===== src/rtl/sdp_ram_stream_reader_if.sv =====
`default_nettype none
// ============================================================================
// Module   : sdp_ram_stream_reader_if
// Brief    : Command, RAM read-port and output-stream signals of the
//            SDP RAM stream reader, grouped as one bundle.
//            master = reader engine side, slave = environment side.
// Revision : 1.0 - initial release
// ============================================================================
interface sdp_ram_stream_reader_if #(
    parameter int DATA = 72,
    parameter int ADDR = 10
);
    logic              cmd_valid;
    logic              cmd_ready;
    logic [ADDR-1:0]   cmd_base;
    logic [ADDR:0]     cmd_len;
    logic [ADDR-1:0]   ram_rd_addr;
    logic [DATA-1:0]   ram_rd_data;
    logic              m_valid;
    logic              m_ready;
    logic [DATA-1:0]   m_data;
    logic              m_last;
    logic              busy;
    logic              done;

    modport master (
        input  cmd_valid, cmd_base, cmd_len, ram_rd_data, m_ready,
        output cmd_ready, ram_rd_addr, m_valid, m_data, m_last, busy, done
    );

    modport slave (
        output cmd_valid, cmd_base, cmd_len, ram_rd_data, m_ready,
        input  cmd_ready, ram_rd_addr, m_valid, m_data, m_last, busy, done
    );
endinterface
`default_nettype wire


===== src/rtl/sdp_ram_stream_reader.sv =====
`default_nettype none
// ============================================================================
// Module   : sdp_ram_stream_reader
// Brief    : Accepts a (base, length) command, issues sequential wrapping
//            read addresses to a registered-output RAM and presents the
//            returned words as a valid/ready stream with last marking.
//            A 2-entry output buffer absorbs the one-cycle RAM latency so
//            the stream sustains one word per cycle.
// Revision : 1.0 - initial release
// ============================================================================
module sdp_ram_stream_reader #(
    parameter int DATA = 72,
    parameter int ADDR = 10
) (
    input wire                      clk,
    input wire                      rst_n,
    sdp_ram_stream_reader_if.master bus
);
    typedef enum logic [1:0] {
        S_IDLE  = 2'd0,
        S_RUN   = 2'd1,
        S_DRAIN = 2'd2
    } state_t;

    localparam logic [ADDR:0] c_len_one  = {{ADDR{1'b0}}, 1'b1};
    localparam logic [ADDR:0] c_len_zero = '0;

    state_t            r_state;
    state_t            w_state_nxt;

    logic [ADDR-1:0]   r_base;
    logic [ADDR:0]     r_len;
    logic [ADDR:0]     r_issued;
    logic [ADDR-1:0]   r_addr_hold;
    logic              r_inflight;
    logic              r_inflight_last;

    // Head entry drives the stream directly; the second entry is the skid slot.
    logic              r_m_valid;
    logic              r_m_last;
    logic [DATA-1:0]   r_m_data;
    logic              r_b_valid;
    logic              r_b_last;
    logic [DATA-1:0]   r_b_data;
    logic              r_done;

    logic              w_hs;
    logic              w_pop;
    logic              w_push;
    logic [2:0]        w_occ_next;
    logic              w_room;
    logic              w_issue;
    logic              w_issue_last;
    logic [ADDR-1:0]   w_addr;

    assign w_hs   = bus.cmd_valid && (r_state == S_IDLE);
    assign w_pop  = r_m_valid && bus.m_ready;
    assign w_push = r_inflight;

    // Occupancy once the word issued now lands, assuming no pop next cycle.
    assign w_occ_next = {2'b00, r_m_valid} + {2'b00, r_b_valid}
                      + {2'b00, r_inflight} + 3'd1;
    assign w_room     = w_occ_next <= (3'd2 + {2'b00, w_pop});

    // While in RUN at least one address is still outstanding.
    assign w_issue      = (r_state == S_RUN) && w_room;
    assign w_issue_last = w_issue && ((r_issued + c_len_one) == r_len);
    assign w_addr       = r_base + r_issued[ADDR-1:0];

    // The address must reach the RAM in the issue cycle itself; otherwise
    // the previous address is held so the RAM port stays quiet.
    assign bus.ram_rd_addr = w_issue ? w_addr : r_addr_hold;
    assign bus.cmd_ready   = (r_state == S_IDLE);
    assign bus.busy        = (r_state != S_IDLE);
    assign bus.m_valid     = r_m_valid;
    assign bus.m_data      = r_m_data;
    assign bus.m_last      = r_m_last;
    assign bus.done        = r_done;

    // State register.
    always_ff @(posedge clk or negedge rst_n) begin
        if (!rst_n) begin
            r_state <= S_IDLE;
        end else begin
            r_state <= w_state_nxt;
        end
    end

    // Next-state decode.
    always_comb begin
        w_state_nxt = r_state;
        case (r_state)
            S_IDLE:  if (w_hs && (bus.cmd_len != c_len_zero)) w_state_nxt = S_RUN;
            S_RUN:   if (w_issue_last) w_state_nxt = S_DRAIN;
            S_DRAIN: if (w_pop && r_m_last) w_state_nxt = S_IDLE;
            default: w_state_nxt = S_IDLE;
        endcase
    end

    // Command capture, issue counter, held address and in-flight tracking.
    always_ff @(posedge clk or negedge rst_n) begin
        if (!rst_n) begin
            r_base          <= '0;
            r_len           <= '0;
            r_issued        <= '0;
            r_addr_hold     <= '0;
            r_inflight      <= 1'b0;
            r_inflight_last <= 1'b0;
        end else begin
            r_inflight      <= w_issue;
            r_inflight_last <= w_issue_last;
            if (w_hs) begin
                r_base   <= bus.cmd_base;
                r_len    <= bus.cmd_len;
                r_issued <= '0;
            end else if (w_issue) begin
                r_issued <= r_issued + c_len_one;
            end
            if (w_issue) begin
                r_addr_hold <= w_addr;
            end
        end
    end

    // Two-entry output buffer: returned words enter the head when it is free
    // (or being popped with the skid slot empty), else the skid slot.
    always_ff @(posedge clk or negedge rst_n) begin
        if (!rst_n) begin
            r_m_valid <= 1'b0;
            r_m_last  <= 1'b0;
            r_m_data  <= '0;
            r_b_valid <= 1'b0;
            r_b_last  <= 1'b0;
            r_b_data  <= '0;
        end else if (w_pop) begin
            if (r_b_valid) begin
                r_m_valid <= 1'b1;
                r_m_last  <= r_b_last;
                r_m_data  <= r_b_data;
                r_b_valid <= w_push;
                if (w_push) begin
                    r_b_last <= r_inflight_last;
                    r_b_data <= bus.ram_rd_data;
                end
            end else begin
                r_m_valid <= w_push;
                r_m_last  <= w_push && r_inflight_last;
                if (w_push) begin
                    r_m_data <= bus.ram_rd_data;
                end
            end
        end else if (w_push) begin
            if (!r_m_valid) begin
                r_m_valid <= 1'b1;
                r_m_last  <= r_inflight_last;
                r_m_data  <= bus.ram_rd_data;
            end else begin
                r_b_valid <= 1'b1;
                r_b_last  <= r_inflight_last;
                r_b_data  <= bus.ram_rd_data;
            end
        end
    end

    // Completion pulse: after the last beat leaves, or straight after a
    // zero-length command.
    always_ff @(posedge clk or negedge rst_n) begin
        if (!rst_n) begin
            r_done <= 1'b0;
        end else begin
            r_done <= (w_hs && (bus.cmd_len == c_len_zero))
                   || ((r_state == S_DRAIN) && w_pop && r_m_last);
        end
    end

    a_no_overflow: assert property (@(posedge clk) disable iff (!rst_n)
        !(w_push && r_m_valid && r_b_valid && !w_pop));

endmodule
`default_nettype wire


===== src/flat_wrapper.sv =====
// flat-port wrapper written by rule: the top's interface ports become plain ports
module sdp_ram_stream_reader_flat 
#(
    parameter int DATA = 72,
    parameter int ADDR = 10
)
  (clk, rst_n, bus_cmd_valid, bus_cmd_base, bus_cmd_len, bus_ram_rd_data, bus_m_ready, bus_cmd_ready, bus_ram_rd_addr, bus_m_valid, bus_m_data, bus_m_last, bus_busy, bus_done);
  sdp_ram_stream_reader_if #(.DATA(DATA), .ADDR(ADDR)) bus_i ();
  input wire clk;
  input wire rst_n;
  input wire logic [$bits(bus_i.cmd_valid)-1:0] bus_cmd_valid;
  input wire logic [$bits(bus_i.cmd_base)-1:0] bus_cmd_base;
  input wire logic [$bits(bus_i.cmd_len)-1:0] bus_cmd_len;
  input wire logic [$bits(bus_i.ram_rd_data)-1:0] bus_ram_rd_data;
  input wire logic [$bits(bus_i.m_ready)-1:0] bus_m_ready;
  output wire logic [$bits(bus_i.cmd_ready)-1:0] bus_cmd_ready;
  output wire logic [$bits(bus_i.ram_rd_addr)-1:0] bus_ram_rd_addr;
  output wire logic [$bits(bus_i.m_valid)-1:0] bus_m_valid;
  output wire logic [$bits(bus_i.m_data)-1:0] bus_m_data;
  output wire logic [$bits(bus_i.m_last)-1:0] bus_m_last;
  output wire logic [$bits(bus_i.busy)-1:0] bus_busy;
  output wire logic [$bits(bus_i.done)-1:0] bus_done;
  assign bus_i.cmd_valid = bus_cmd_valid;
  assign bus_i.cmd_base = bus_cmd_base;
  assign bus_i.cmd_len = bus_cmd_len;
  assign bus_i.ram_rd_data = bus_ram_rd_data;
  assign bus_i.m_ready = bus_m_ready;
  assign bus_cmd_ready = bus_i.cmd_ready;
  assign bus_ram_rd_addr = bus_i.ram_rd_addr;
  assign bus_m_valid = bus_i.m_valid;
  assign bus_m_data = bus_i.m_data;
  assign bus_m_last = bus_i.m_last;
  assign bus_busy = bus_i.busy;
  assign bus_done = bus_i.done;
  sdp_ram_stream_reader #(.DATA(DATA), .ADDR(ADDR)) u_core (.clk(clk), .rst_n(rst_n), .bus(bus_i));
endmodule

===== config.mk =====
export PLATFORM = sky130hd
export DESIGN_NAME = sdp_ram_stream_reader_flat
export DESIGN_NICKNAME = d
export VERILOG_FILES = /design/src/rtl/sdp_ram_stream_reader_if.sv /design/src/rtl/sdp_ram_stream_reader.sv /design/src/flat_wrapper.sv
export SDC_FILE = /design/constraint.sdc
export NUM_CORES = 1
export LEC_CHECK = 0
export CORE_ASPECT_RATIO = 1.4
export CORE_MARGIN = 2
export CORE_UTILIZATION = 46
export DETAILED_ROUTE_END_ITERATION = 10
export PLACE_DENSITY = 0.76
export SYNTH_ARGS = -nofsm -noshare
export SYNTH_HDL_FRONTEND = slang
export SYNTH_SLANG_ARGS = --single-unit

===== constraint.sdc =====
create_clock -name clk -period 2.7 [get_ports clk]
set_input_delay 0.405 -clock clk [delete_from_list [all_inputs] [get_ports clk]]
set_output_delay 0.405 -clock clk [all_outputs]
set_load 0.05 [all_outputs]

==> results.md, run 1 <==
- Initial core utilization: 47.17%
- Max-slew headroom: 46.62%
- Reg2reg end: u_core.r_state[0]
- First-pass GRT wire length: 32940 um
- Routed Antenna Nets: 0
- I/O pin count: 184
- Top cell type's share of synthesized area: 55.39%
- Yosys reg bits: 195
- Nets@finish: 1098
- Skew final: 0.01661 ns
- Hold WC Path Type: in -> async
- Latest clock arrival within the worst-skew pair: 0.43 ns
- Post-synthesis cell area: 8810 um2
- Fmax: 311.8 MHz
- # clock sinks: 195
- # rows: 59
- CTS tree: done
- CTS clk-pin slew, worst paths: 0.08 ns
- Via/cell ratio: 5.227
- Mapped Avg Cell Area: 11.08 um2
- Worst-Margin Slew: 0.7987 ns
- Initial antenna violation count: 0
- Number of diodes: 0
- Port Buffers: 183
- Dpl hpwl: 13960 um
- Ys Warns: 0
- Hold Vio Cnt, Final: 1
- Fin crit share: 118.8%
- R2r setup slk: -0.17 ns
- Drt pass-1 iters: 4
- Setup crit end kind: output pin
- Maximum fanout along the worst path: 6
- Worst Path Required: 2.30 ns
- Height of the die: 167.7 um
- Max-cap violations: 0
- Fillers: 1463
- Hold Slack: -0.001307 ns
- Crit path arrival time: 2.80 ns
- Worst r2r src: u_core.bus.m_valid
- Cell Area, Placed: 11300 um2
- Routed WL: 20160 um
- Largest net degree at the start of global routing: 95
- Vias in the first global route: 6523
- Via Count: 6497
- Final setup margin: -0.5077 ns
- Fin. max-slew vios: 0
- Setup TNS Final: -4.789 ns
- Area added between synthesis and finish: 37.67%
- Tot GR Track Use: 20.36%
- Setup Crit Path Kind: reg -> out
- Top FF cell, synth: dfrtp_1
- Violated checks: hold timing, setup timing
- Core area: 18680 um2
- Register area share after synthesis: 55.39%
- Top cells by area, synth: dfrtp_1, mux2_2, mux2i_1
- Outcome: complete, but fails checks
- Routability cong.: 0.7937
- Final setup viols: 13
- Ys async rst share: 100.0%
- EDFF count, synth: 0
- Die area: 20290 um2
- Clock root cell: clkbuf_16
- Max clock buf depth: 2
- GRT overflow: 0
- Startpoint types: flop
- Hold-fix buffers, CTS: 0
- Distinct cells, synth: 49
- Synth Instances: 795
- Fin crit period: 3.208 ns
- H-tree depth: 4
- R2R depth: 13
- Share of layout cells above drive strength 1: 19.62%
- Syn Nets: 907
- RSZ-0062 raised after global routing: true
- Final instance area: 12130 um2
- Initial DRC Count: 379
- Post-synth top area cell: dfrtp_1
- Post-route DRC: 0
- Cts bufs inserted: 17
- Chip width: 121.0 um
- DR WL/cell: 16.21 um
- Fin util: 64.94%
logic make-up after synthesis:
group | after synthesis | synth area share, %
xor gates and xnor gates | 19 | 1.889
buffers and inverters | 54 | 2.684
and+or+nand+nor | 224 | 11.21
muxes | 147 | 17.74
DFF | 195 | 55.39
adders and majority gates | 15 | 2.216
AOI/OAI and AO/OA | 141 | 8.877
repair_timing:
item	4_1_cts	5_1_grt
setup endpoints to repair	14	21
setup buffers	1	4
resized for setup	23	30
pin swaps	10	11
stage by stage:
stage | instances | worst slack [ns]
2_1_floorplan | 795 | -0.2140
3_3_place_gp | 1207 | -0.2031
3_5_place_dp | 1207 | -0.2496
4_1_cts | 1240 | -0.5331
5_1_grt | 1243 | -0.6159
6_report | 1243 | -0.5077
critical path, cell delays in order (launching register included):
cell and delay, ns:
dfrtp_2 0.42, ha_4 0.28, inv_4 0.03, ha_4 0.14, inv_2 0.06, ha_4 0.18, nor3b_4 0.14, or3_4 0.46
buf_6 0.16, inv_4 0.05, and3_1 0.13, mux2i_1 0.08, nand2_2 0.10, buf_8 0.15
cell usage in the layout (no fill, tap or decap), drive strengths merged, types with 4 or more instances in the layout:
cell,count
nand2b,4
nor4,5
and3,5
clkdlybuf4s50,172
mux2,73
mux2i,74
nor2,12
clkinv,4
a21oi,13
inv,18
nand3,10
o31ai,6
and2,7
buf,43
o21ai,99
ha,14
nand2,162
a31oi,4
dfrtp,195
xor2,10
xnor2,9
a21o,4
clkbuf,19
layout make-up:
class	count	area [um2]	area share (%)
Inverter	10	42.54	0.3508
Sequential cell	195	4881	40.25
Timing Repair Buffer	216	2278	18.79
Clock inverter	14	177.7	1.465
Tap cell	244	305.3	2.517
Clock buffer	18	439.2	3.621
Multi-Input combinational cell	546	4004	33.01
sequential cells by signal, indices dropped and copies added (netlist names):
register,count
u_core.r_b_valid,1
u_core.bus.m_data,72
u_core.bus.m_last,1
u_core.bus.done,1
u_core.r_issued,11
u_core.r_base,10
u_core.r_inflight,1
u_core.r_len,11
u_core.r_addr_hold,10
u_core.bus.m_valid,1
u_core.r_state,2
u_core.r_inflight_last,1
u_core.r_b_data,72
u_core.r_b_last,1
worst max path at each step:
stage / cells after the start / endpoint / startpoint
2_1_floorplan: 11 / bus_ram_rd_addr[8] / u_core.bus.m_valid
3_3_place_gp: 10 / bus_ram_rd_addr[8] / bus_m_ready
3_5_place_dp: 9 / bus_ram_rd_addr[8] / bus_m_ready
4_1_cts: 11 / bus_ram_rd_addr[8] / u_core.bus.m_valid
5_1_grt: 13 / bus_ram_rd_addr[9] / u_core.bus.m_valid
6_report: 13 / bus_ram_rd_addr[9] / u_core.bus.m_valid
metal layers:
layer	vias to the layer above	wire (um)	GRT usage [%]
li1	3136	-	-
met2	179	10530	35.15
met5	-	0	0
met1	3156	8273	25.08
met3	26	1035	4.666
met4	0	312	6.522
cells in the mapped netlist, types with 2 or more instances:
master,number
dfrtp_1,195
nand2_1,162
o21ai_0,85
mux2i_1,74
mux2_2,73
buf_2,21
clkbuf_1,21
ha_1,14
o21ai_1,14
a21oi_1,13
nor2_1,12
nand3_1,10
xor2_1,10
inv_1,9
xnor2_1,9
and2_1,7
o31ai_1,6
and3_1,5
a21o_1,4
a31oi_1,4
nand2b_1,4
nor3_1,3
nor3b_1,3
nor4_1,3
buf_4,2
nand3b_1,2
nand4_1,2
nor2b_1,2
nor4_2,2
nor4b_1,2
o21bai_1,2
o221ai_1,2
o22ai_1,2
Power of run 1 is not shown: default switching activity piles up to over one toggle a cycle in this logic, so the estimate is an artifact.
==> run 2, diff against run 1 <==
- CORE_UTILIZATION: 46 -> 50
- PLACE_DENSITY: 0.76 -> 0.78
- clock period: 2.7 -> 4.04 ns (I/O delays scaled with it)
==> run 2 against run 1 <==
Against the previous run:
- the flow now finishes without violations
- sequential share of layout area grew 2.0 points
- core utilization rose by 1.8 points
- critical path depth shrank 2
- design area fell by 4.7%
- final cell count fell by 2.3%
- register-to-register slack better by 1.0 ns
- wire length decreased by 2.4%
- worst hold slack better by 0.22 ns
- highest routed layer unchanged
==> results.md, run 2 (synthesis results as in run 1) <==
- Setup Fix Bufs, Post-CTS: 0
- Fin crit period: 3.700 ns
- Via/cell ratio: 5.274
- Routed WL: 19680 um
- Worst Path Required: 3.43 ns
- Critical Path Start: u_core.bus.m_valid
- GRT overflow: 0
- Maximum vdd drop: 0.001144 V
- Cts bufs inserted: 17
- R2R depth: 11
- Fin util: 66.70%
- Vias in the first global route: 6443
- Core area: 17330 um2
- Hold-fix buffers, CTS: 0
- Dpl hpwl: 13540 um
- Initial core utilization: 50.83%
- Power Dens Cells: 988.1 nW/um2
- Worst r2r src: u_core.bus.m_valid
- Crit path arrival time: 3.09 ns
- Area occupied by multi-input gates: 3716 um2
- R2r setup slk: 0.84 ns
- Port Buffers: 183
- First-pass GRT wire length: 32230 um
- Initial DRC Count: 360
- Initial antenna violation count: 1
- Final instance area: 11560 um2
- I/O pin count: 184
- Drt pass-1 iters: 4
- Post-route DRC: 0
- Placed Instances: 1181
- Resize count post-CTS: 0
- Most frequent cells in the layout: dfrtp_1, clkdlybuf4s50_1, nand2_1
- Hold Slack: 0.2209 ns
- Nets@finish: 1076
- Share of layout cells above drive strength 1: 13.72%
- Most common cell after layout, fill and taps aside: dfrtp_1
- RSZ-0062 raised after global routing: false
- Startpoint types: flop
- Final setup viols: 0
- Max-cap violations: 0
- Skew final: 0.01289 ns
- Reg2reg end: u_core.r_state[0]
- Largest net degree at the start of global routing: 90
- Clock root cell: clkbuf_16
- Tot GR Track Use: 21.78%
- Total power: 11.42 mW
- Maximum fanout along the worst path: 22
- Fillers: 1338
- Height of the die: 161.1 um
- Routed Antenna Nets: 0
- Max clock buf depth: 2
- Via Count: 6403
- Die area: 18710 um2
- Setup Crit Path Kind: reg -> out
- Fin crit share: 91.58%
- Setup crit end kind: output pin
- Hold WC Path Type: in -> async
- Latest clock arrival within the worst-skew pair: 0.44 ns
- # rows: 57
- Max-slew headroom: 44.85%
- Outcome: complete, no violations
- Worst-Margin Slew: 0.8273 ns
- Fin. max-slew vios: 0
- Leakage: 5.332 nW
- Hold Vio Cnt, Final: 0
- CTS clk-pin slew, worst paths: 0.08 ns
- Routability cong.: 0.8177
- CTS tree: done
- DR WL/cell: 16.21 um
- H-tree depth: 4
- Sequential standard cell area: 4880 um2
- Chip width: 116.2 um
- Final Non-Filler Cells: 1214
- Cell Area, Placed: 10960 um2
- # clock sinks: 195
- Fmax: 270.3 MHz
- Area added between synthesis and finish: 31.22%
-- run 2: cell count changes in the layout (fill, tap and decap cells not counted), moves of 6 or more --
cell	delta
buf_4	-11
o21ai_4	-6
nand2_1	+13
o21ai_0	+16
o21ai_1	-9
nand2_4	-6
nand2_2	-7
-- run 2: worst max-delay path by stage --
stage | end | slack (ns)
after global placement | bus_ram_rd_addr[8] | 0.41
after detailed placement | bus_ram_rd_addr[8] | 0.36
after global routing | bus_ram_rd_addr[8] | 0.1
after CTS | bus_ram_rd_addr[8] | 0.32
after floorplan | bus_ram_rd_addr[2] | -0.12
final | bus_ram_rd_addr[8] | 0.34
-- run 2: worst max-delay path: stages (launching register included) --
cell and delay [ns]:
dfrtp_1 0.46, ha_1 0.32, inv_1 0.04, ha_1 0.26, ha_1 0.27, nor3b_1 0.04, or3_4 0.48, nor4b_1 0.28
a21oi_1 0.07, o21ai_0 0.09, a211o_1 0.19, buf_12 0.15
-- run 2: power by group --
part,internal [mW],switching (mW),leakage (nW)
logic,2.50,3.81,2.68
registers,2.89,0.524,2.37
clock network,0.888,0.811,0.286
-- run 2: layout make-up --
type	instances	area share [%]
Tap cell	236	2.554
Inverter	10	0.3247
Timing Repair Buffer	194	17.57
Antenna cell	1	0.02165
Clock buffer	18	3.713
Multi-Input combinational cell	546	32.15
Sequential cell	195	42.21
Clock inverter	14	1.461
-- run 2: routing by layer --
| metal | GRT usage [%] | vias to the layer above | part of all wire (%) |
|---|---|---|---|
| li1 | - | 3090 | - |
| met1 | 29.42 | 3126 | 44 |
| met2 | 35.43 | 161 | 50 |
| met3 | 4.240 | 26 | 4.5 |
| met4 | 7.035 | 0 | 1.8 |
| met5 | 0 | - | 0 |
-- run 2: per-stage QoR --
stage          setup slack [ns]  setup TNS (ns)
3_5_place_dp             0.3646               0
5_1_grt                 0.09728               0
2_1_floorplan           -0.1167         -0.7003
6_report                 0.3402               0
3_3_place_gp             0.4149               0
4_1_cts                  0.3203               0
Note: power is estimated with default switching activity, not from simulation.
==> run 3, diff against run 2 <==
- CORE_ASPECT_RATIO: 1.4 -> 0.5
==> run 3 against run 2 <==
Against the previous run:
- via count shrank 0.16%
- clock power up 9%
- global-route usage fell by 0.40 points
- largest power group unchanged
- flip-flop and latch count is the same
- combinational power fell by 0.6%
- largest cell class unchanged
- wire length fell by 2.2%
- design area grew 0.22%
- final cell count fell by 0.58%
- setup slack worse by 0.044 ns
- worst hold slack better by 0.021 ns
- critical path depth is the same
- non-clock buffer count decreased by 2
==> results.md, run 3 (synthesis results as in run 1) <==
- Cts bufs inserted: 17
- Skew final: 0.01314 ns
- Crit-path cells: ha_1 > inv_1 > ha_1 > ha_1 > nor3b_1 > or3_4 > nor4b_1 > a21oi_1 > o21ai_0 > a211o_1 > buf_12
- Worst Path Required: 3.43 ns
- Leakage: 5.343 nW
- Core area: 17310 um2
- I/O pin count: 184
- Port Buffers: 183
- Startpoint types: flop
- CP most frequent cell: ha_1
- Final setup viols: 0
- Maximum vdd drop: 0.001034 V
- Worst-Margin Slew: 0.7558 ns
- Post-route DRC: 0
- Critical path buffers and inverters: 2
- Fin. max-slew vios: 0
- CTS clk-pin slew, worst paths: 0.07 ns
- Critical path destination: bus_ram_rd_addr[8]
- Total power: 11.54 mW
- Number of diodes: 0
- Clock root cell: clkbuf_16
- Height of the die: 97.86 um
- Outcome: complete, no violations
- Drt pass-1 iters: 5
- Routed Antenna Nets: 0
- Via Count: 6393
- Critical Path Start: u_core.bus.m_valid
- CTS tree: done
- Fmax: 267.1 MHz
- Max-slew headroom: 49.49%
- Reg2reg end: u_core.r_state[0]
- Nets@finish: 1074
- CP peak stage delay: 0.47 ns
- Setup Crit Path Kind: reg -> out
- H-tree depth: 4
- Dpl hpwl: 13210 um
- RSZ-0062 raised after global routing: false
- R2R depth: 12
- Resize count post-CTS: 0
- Tot GR Track Use: 21.38%
- Initial antenna violation count: 0
- Worst r2r src: u_core.bus.m_valid
- Latest clock arrival within the worst-skew pair: 0.42 ns
- Setup Fix Bufs, Post-CTS: 0
- Max clock buf depth: 2
- Most frequent cells in the layout: dfrtp_1, clkdlybuf4s50_1, nand2_1
- Via/cell ratio: 5.297
- Maximum fanout along the worst path: 30
- GRT overflow: 0
- Setup crit end kind: output pin
- Max-cap violations: 0
- Final setup margin: 0.2963 ns
- Routability cong.: 0.8316
- Largest net degree at the start of global routing: 129
- # clock sinks: 195
- Chip width: 191.7 um
- Crit path arrival time: 3.14 ns
- Area added between synthesis and finish: 31.50%
- Fin crit period: 3.744 ns
- CP top delay family: adder cells
- First-pass GRT wire length: 32130 um
- Hold-fix buffers, CTS: 0
- Die area: 18760 um2
- CP max stage cell: dfrtp_1
- Hold WC Path Type: in -> async
- Routed WL: 19250 um
- R2r setup slk: 0.77 ns
- Initial DRC Count: 228
- Power Dens Cells: 995.8 nW/um2
- Fillers: 1367
- Most common cell after layout, fill and taps aside: dfrtp_1
- Fin crit share: 92.67%
- Hold Vio Cnt, Final: 0
- Worst slack, placed: 0.3268 ns
- DR WL/cell: 15.95 um
- Number of cells on the critical path: 11
- Initial core utilization: 50.88%
- # rows: 34
- Share of layout cells above drive strength 1: 13.36%
- Vias in the first global route: 6465
run 3: final cells by class:
type	count	area [um2]	area share (%)
sequential	195	4880	42.12
multi-input combinational	546	3716	32.08
timing repair buffer	192	2016	17.40
clock buffer	19	442.9	3.823
tap	234	292.8	2.527
clock inverter	11	200.2	1.728
inverter	10	37.54	0.3240
run 3: power breakdown:
group / internal, mW / switching [mW]
logic: 2.48 / 3.79
clock network: 1.12 / 0.733
registers: 2.89 / 0.526
run 3: worst min-delay path by stage:
stage                                from  cells past startpoint                     to
finish                              rst_n                      1  u_core.r_addr_hold[5]
global route                        rst_n                      1  u_core.r_addr_hold[5]
CTS                                 rst_n                      1  u_core.r_addr_hold[6]
detailed placement  u_core.bus.m_data[46]                      2  u_core.bus.m_data[46]
global placement    u_core.bus.m_data[41]                      2  u_core.bus.m_data[41]
floorplan                           rst_n                      0        u_core.bus.done
run 3: stage by stage:
stage	instances	area (um2)	TNS (ns)	hold slack, ns	util, %
2_1_floorplan	795	8810	-0.7003	0.3104	-
3_3_place_gp	1177	10940	0	0.4626	63.20
3_5_place_dp	1177	10940	0	0.4719	63.20
4_1_cts	1207	11580	0	0.2681	66.91
5_1_grt	1207	11580	0	0.2868	66.91
6_report	1207	11580	0	0.2415	66.91
run 3: layer usage:
layer | up-vias | GRT usage, % | share of wire, %
li1 | 3080 | - | -
met1 | 3159 | 27.73 | 44
met2 | 133 | 37.16 | 51
met3 | 21 | 3.666 | 3.6
met4 | 0 | 5.976 | 1.5
met5 | - | 0 | 0
